**src/rtl/network_readback_tx.sv**
```systemverilog
// network_readback_tx
//   Byte-serial readback transmitter for the perceptron network. On a start
//   request it snapshots the neuron outputs and, optionally, every parameter
//   byte, then sends them as a framed stream over a valid/ack byte port:
//     HEADER, LEN, payload[0..LEN-1], CKSUM (mod-256 sum of payload only).
//   Payload order: neuron outputs 0..NUM_NEURONS-1, then (mode 1) parameter
//   bytes k = 0..NUM_NEURONS*PARAMS_PER_NEURON-1.
//
// Ports
//   clk              system clock, rising edge
//   reset            asynchronous active-high reset
//   start            frame request, sampled only in IDLE
//   mode             0 = neuron outputs only, 1 = outputs plus parameters
//   abort            synchronous frame abort (wins over tx_ack)
//   neuron_out_flat  neuron j output at [8j+7:8j]
//   params_flat      parameter byte k at [8k+7:8k]
//   tx_data          current frame byte (0 when idle)
//   tx_valid         tx_data is valid
//   tx_ack           host accepts tx_data (ignored while tx_valid = 0)
//   busy             high whenever a frame is in progress
//   done             one-cycle pulse after the checksum byte is accepted
module network_readback_tx #(
  parameter int          NUM_NEURONS       = 4,
  parameter int          PARAMS_PER_NEURON = 6,
  parameter logic [7:0]  HEADER            = 8'hA5
) (
  input  logic                                      clk,
  input  logic                                      reset,
  input  logic                                      start,
  input  logic                                      mode,
  input  logic                                      abort,
  input  logic [8*NUM_NEURONS-1:0]                  neuron_out_flat,
  input  logic [8*NUM_NEURONS*PARAMS_PER_NEURON-1:0] params_flat,
  output logic [7:0]                                tx_data,
  output logic                                      tx_valid,
  input  logic                                      tx_ack,
  output logic                                      busy,
  output logic                                      done
);

  localparam int NUM_PARAMS    = NUM_NEURONS * PARAMS_PER_NEURON;
  localparam int PAYLOAD_BYTES = NUM_NEURONS + NUM_PARAMS;

  localparam logic [4:0] LEN_SHORT = 5'(NUM_NEURONS);
  localparam logic [4:0] LEN_LONG  = 5'(PAYLOAD_BYTES);

  typedef enum logic [2:0] {
    IDLE,
    HDR,
    LEN,
    PAYLOAD,
    CKSUM
  } state_t;

  state_t                     state;
  state_t                     state_nx;
  logic                       done_nx;

  // Neuron bytes sit below parameter bytes so that payload byte i is simply
  // snapshot byte i, whichever mode is active.
  logic [8*PAYLOAD_BYTES-1:0] snap;
  logic                       mode_r;
  logic [4:0]                 idx;
  logic [7:0]                 cksum;

  logic [4:0]                 len;
  logic [7:0]                 payload_byte;
  logic                       xfer;
  logic                       load;
  logic                       clear;
  logic                       step;
  logic                       last;

  function automatic logic [7:0] add_mod256(input logic [7:0] a, input logic [7:0] b);
    return a + b;
  endfunction

  assign len          = mode_r ? LEN_LONG : LEN_SHORT;
  assign payload_byte = snap[{idx, 3'b000} +: 8];
  assign tx_valid     = (state != IDLE);
  assign busy         = (state != IDLE);
  assign xfer         = tx_valid && tx_ack && !abort;
  assign last         = (idx == len - 5'd1);

  assign load  = (state == IDLE) && start && !abort;
  assign clear = (state == LEN) && xfer;
  assign step  = (state == PAYLOAD) && xfer;

  always_comb begin
    tx_data = 8'h00;
    case (state)
      HDR:     tx_data = HEADER;
      LEN:     tx_data = {3'b000, len};
      PAYLOAD: tx_data = payload_byte;
      CKSUM:   tx_data = cksum;
      default: tx_data = 8'h00;
    endcase
  end

  always_comb begin
    state_nx = state;
    done_nx  = 1'b0;
    case (state)
      IDLE:    if (load) state_nx = HDR;
      HDR:     if (xfer) state_nx = LEN;
      LEN:     if (xfer) state_nx = PAYLOAD;
      PAYLOAD: if (xfer && last) state_nx = CKSUM;
      CKSUM: begin
        if (xfer) begin
          state_nx = IDLE;
          done_nx  = 1'b1;
        end
      end
      default: state_nx = IDLE;
    endcase
    // abort drops the frame from any active state without a done pulse
    if (abort && state != IDLE) begin
      state_nx = IDLE;
      done_nx  = 1'b0;
    end
  end

  always_ff @(posedge clk or posedge reset) begin
    if (reset) begin
      state <= IDLE;
      done  <= 1'b0;
    end else begin
      state <= state_nx;
      done  <= done_nx;
    end
  end

  always_ff @(posedge clk or posedge reset) begin
    if (reset) begin
      snap   <= '0;
      mode_r <= 1'b0;
      idx    <= 5'd0;
      cksum  <= 8'h00;
    end else begin
      if (load) begin
        snap   <= {params_flat, neuron_out_flat};
        mode_r <= mode;
      end
      if (clear) begin
        idx   <= 5'd0;
        cksum <= 8'h00;
      end else if (step) begin
        idx   <= idx + 5'd1;
        cksum <= add_mod256(cksum, payload_byte);
      end
    end
  end

endmodule

```
**config.mk**
```make
export PLATFORM = sky130hd
export DESIGN_NAME = network_readback_tx
export DESIGN_NICKNAME = d
export VERILOG_FILES = /design/src/rtl/network_readback_tx.sv
export SDC_FILE = /design/constraint.sdc
export NUM_CORES = 1
export LEC_CHECK = 0
export ABC_AREA = 1
export BUFFER_PORTS_ARGS = -buffer_cell sky130_fd_sc_hd__buf_2
export CAP_MARGIN = 20
export CORE_ASPECT_RATIO = 1.5
export CORE_UTILIZATION = 55
export CTS_CLUSTER_DIAMETER = 60
export DETAILED_ROUTE_END_ITERATION = 16
export PLACE_DENSITY = 0.8
export SKIP_CTS_REPAIR_TIMING = 1
export SLEW_MARGIN = 0
export SYNTH_ARGS = -nofsm -noshare
export SYNTH_HDL_FRONTEND = slang
export SYNTH_SLANG_ARGS = --single-unit
```
**constraint.sdc**
```tcl
create_clock -name clk -period 8.1 [get_ports clk]
set_input_delay 0.81 -clock clk [delete_from_list [all_inputs] [get_ports clk]]
set_output_delay 0.81 -clock clk [all_outputs]
set_load 0.01 [all_outputs]
```
# == Yosys cells after proc, flatten, opt, wreduce, memory -nomap -nowiden ==
# Cells that the tools add are included.
# totals
rom_bits,0
inputBits,230
ram_bits,0
wordCells,49
mem_count,0
output_inout_bits,11
latch_bits,0
reg_bits,242
# classes
n_eq_ne,10
n_lt_le_gt_ge,0
add_sub_neg,3
multipliers,0
n_reduce_logical,13
shifts,1
muxes,16
n_div,0
n_bitwise,0
# ops
operator,count
indexed part select 224 x 9 -> 8 bit,1
case mux 8 bit (4 select lines),1
two-way mux 3 bit,6
two-way mux 8 bit,2
two-way mux 5 bit,3
case mux 3 bit (5 select lines),1
adder 8 bit,1
logical AND 1 bit,8
== test 3 x 2 -> 1 bit (second input constant),2
!= test 3 x 2 -> 1 bit (second input constant),2
!= test 3 bit (second input constant),2
adder 5 x 1 -> 5 bit (second input constant),1
== test 5 bit,1
AND reduction 5 bit,1
subtractor 5 x 1 -> 5 bit (second input constant),1
== test 3 x 1 -> 1 bit (second input constant),1
== test 3 bit (second input constant),1
logical NOT 3 bit,1
two-way mux 1 bit,3
!= test 3 x 1 -> 1 bit (second input constant),1
nonzero test 3 bit,1
nonzero test 2 bit,1
logical NOT 1 bit,1

# == Longest topological paths before layout ==
# logic_depth
word_depth,7
depth_mapped,20
ltp_nobuf,18

# == Worst setup path after synthesis ==
# OpenSTA, ideal clock, no wires.
# synth_timing
kind,reg2reg
from,register idx[0]
to,register cksum[6]
t_required_ps,7974
path_buffers,3
setup_time_ps,126
arrival_time_ps,2617
synth_period_minus_slack_ps,2743
path_stages_with_launch,18
path_slack_ps,5357
cell_sequence,dfrtp_1 -> buf_4 -> buf_4 -> buf_4 -> o21ai_0 -> o21ai_0 -> o211ai_1 -> nand3_1 -> nand2_1 -> inv_1 -> ha_1 -> fa_1 -> a31oi_1 -> o21ai_0 -> a21oi_1 -> nand2_1 -> nand2_1 -> o22ai_1
# synth_between
elab_chain_len,4
# synth_lines
item,line_no,text
"start, declared",63,logic [4:0] idx;
"start signal, assigned",148,idx <= idx + 5'd1;
indexed part select 224 x 9 -> 8 bit,79,"assign payload_byte = snap[{idx, 3'b000} +: 8];"
adder 8 bit,75,return a + b;
two-way mux 8 bit,147,end else if (step) begin
two-way mux 8 bit,144,if (clear) begin
"end signal, assigned",149,"cksum <= add_mod256(cksum, payload_byte);"
"end, declared",64,logic [7:0] cksum;
# Every way passes these cells. The select of a mux whose other input is x is not followed.
# A chain may end at the register's enable or synchronous reset.

# == Final worst setup path ==
# layout_timing
from,register idx[0]
to,output port tx_data[5]
# layout_between
elab_chain_len,2
# layout_lines
item,line_no,text
indexed part select 224 x 9 -> 8 bit,79,
case mux 8 bit (4 select lines),91,case (state)
"end, declared",34,"output logic [7:0] tx_data,"
# Every way passes these cells.

==> reports/qor.yml <==
synth_xor_area_share_pct: 0.0742
drc: 0
leakage_nw: 7.29
place.gp.congestion: 0.912
crit_arrival_ns: 3.61
synthArstFlopShare_pct: 100
ys.flop_type: "dfrtp_1"
cts_max_level: 1
wl_per_cell_um: 16.4
drive_gt1_share_pct: 18.0
port_buffers: 240
fin_setup_tns_ns: 0
synth_edf_count: 0
antenna_cells: 0
tritoncts: "built"
cp.required_ns: 7.29
yosysSeqAreaShare_pct: 51.3
place_hpwl_mm: 23.1
final_cell_mix: "673 x nand2_1, 240 x dfrtp_1, 240 x buf_2"
final_common_cell: "nand2_1"
start_util_pct: 56.0
path_clk_slew_ns: 0.07
die_area_um2: 22100
overflow: 0
clock_skew_ns: 0.0132
die_y_um: 181
setup_violations: 0
worstSetupPathType: "flop to output pin"
relSlewSlack_pct: 17.4
wirelength_mm: 33.0
final_cells: 2015
min_period_ns: 4.42
power.density_nw_per_um2: 400
finalHoldViolations: 0
fp.dieW_um: 122
synth_fa_ha_area_share_pct: 1.02
grt_pass1_vias: 10400
dr.pass1.iters: 6
cp_cell_sequence: "buf_4, o21ai_0, o21ai_0, a22o_1, nand2_1, nand3_1, nand2_1, nand3_1, buf_2"
worst_pin_slew_ns: 1.24
synth_top_family_by_area: "simple AND/OR/NAND/NOR gates"
grt_max_degree: 290
path_buf_inv: 2
cp_slowest_cell: "dfrtp_4"
nets: 1970
ys_seq_elements: 242
min-delay-path-class: "input port to async pin"
synthesis.area_um2: 11800
rsz0062_at_grt: "no"
synth_cell_type_count: 44
fin_crit_sh_pct: 54.5
num_vias: 10900
power_frac_comb_pct: 41.8
cp-end-kind: "output pin"
p_int_mw: 3.18
dp_cells: 1973
p_sw_share_pct: 42.2
dr.first_iter.drc_count: 873
critPathLaunchType: "flop"
path_max_fanout: 80
p_switching_mw: 2.32
outcome: "completed"
ys_warn_count: 0
pwr-share-seq_pct: 38.4
synth_compound_area_share_pct: 13.5
synthCells: 1548
worst_path_largest_cell_delay_ns: 0.88
grt_antenna_before_repair: 0
synth_simple_gate_area_share_pct: 27.0
ios: 241
vias_per_cell: 5.40
synthMuxAreaShare_pct: 0
core_area_um2: 21100
row_count: 65
clk_latency_ns: 0.52
grtUsageTotal_pct: 30.8
drv_slew: 0
max_freq_ghz: 0.226
whs_ns: 0.345
cap_violations: 0
crit_family: "flip-flops"
cts_root_buf: "clkbuf_16"
cts.sinks: 242
clock_path_buffers: 3
numCtsBuffers: 23
clkPwrFrac_pct: 19.9
layout-area-overhead-vs-synth_pct: 16.7
peakVddDrop_uv: 181
postRouteAntennaNets: 0
synthesis.nets: 1787
synth_area_per_cell_um2: 7.62
grt_pass1_wl_mm: 52.8
-- sequential cells by signal, indices dropped and copies added, names as in the netlist --
name    count
snap      224
cksum       8
idx         5
state       3
done        1
mode_r      1
-- per-layer routing --
metal	global-route usage, %	share of wire [%]	vias up
met2	50.5	49	466
met5	0	0	-
li1	-	-	5265
met1	40.3	40	5063
met4	15.3	5.0	0
met3	3.23	6.0	91
-- layout make-up --
cell class | count | area (µm²)
clock buffer | 30 | 632
clock inverter | 11 | 124
fill | 1839 | 7290
inverter | 103 | 398
multi-input combinational | 1111 | 4910
sequential | 242 | 6060
tap | 268 | 335
timing repair buffer | 250 | 1310
-- worst paths after layout --
kind / start / endpoint / slack [ns] / cells after the start
setup / recovery: idx[0]$_DFFE_PP0P_ / tx_data[5] / 3.68 / 9
hold / removal: reset / snap[98]$_DFFE_PP0P_ / 0.35 / 2
setup reg to reg: idx[0]$_DFFE_PP0P_ / cksum[6]$_DFFE_PP0P_ / 4.02 / 16
hold reg to reg: snap[65]$_DFFE_PP0P_ / snap[65]$_DFFE_PP0P_ / 0.47 / 2
max in group asynchronous: reset / idx[0]$_DFFE_PP0P_ / 6.34 / 3
min in group clk: snap[65]$_DFFE_PP0P_ / snap[65]$_DFFE_PP0P_ / 0.47 / 2
-- stage by stage --
| stage | utilization, % | area [µm²] | total power [mW] | setup slack [ns] |
|---|---|---|---|---|
| global placement | 61.7 | 13000 | 4.32 | 4.14 |
| global route | 65.4 | 13800 | 5.94 | 3.50 |
| detailed placement | 61.7 | 13000 | 4.39 | 4.09 |
| floorplan | - | 11800 | 3.73 | 0.645 |
| CTS | 65.2 | 13700 | 5.49 | 3.77 |
| finish | 65.4 | 13800 | 5.51 | 3.68 |
-- kinds of logic after synthesis --
kind of cell | count (synthesis)
flops | 242
buf+inv | 195
compound gates | 290
xor+xnor | 1
simple gates | 811
fa+ha+maj | 9
-- cells in the mapped netlist (2+ instances only) --
master | instances | share of area [%]
nand2_1 | 673 | 21
dfrtp_1 | 242 | 51
o21ai_0 | 161 | 6.8
inv_1 | 92 | 2.9
nor2_1 | 84 | 2.7
buf_2 | 58 | 2.5
a21oi_1 | 42 | 1.8
nand3_1 | 37 | 1.6
o21ai_1 | 30 | 1.3
clkbuf_1 | 24 | 0.76
o211ai_1 | 20 | 1.3
o22ai_1 | 18 | 0.95
inv_2 | 9 | 0.29
ha_1 | 8 | 0.85
buf_4 | 6 | 0.38
o221ai_1 | 4 | 0.30
nand2_2 | 3 | 0.16
nor3_1 | 3 | 0.13
a22o_1 | 2 | 0.15
buf_1 | 2 | 0.064
buf_6 | 2 | 0.19
nand4_1 | 2 | 0.11
nor2_4 | 2 | 0.19
nor3_4 | 2 | 0.28
o211ai_2 | 2 | 0.21
o21bai_1 | 2 | 0.13
-- power groups by stage --
stage          Sequential, mW  Combinational [mW]  Clock [mW]
2_1_floorplan            1.98                1.75           0
5_1_grt                  2.17                2.62        1.15
3_5_place_dp             2.11                2.28           0
3_3_place_gp             2.10                2.23           0
4_1_cts                  2.10                2.29        1.10
6_report                 2.11                2.30        1.09
No activity file was read; power rests on OpenSTA's default activity.
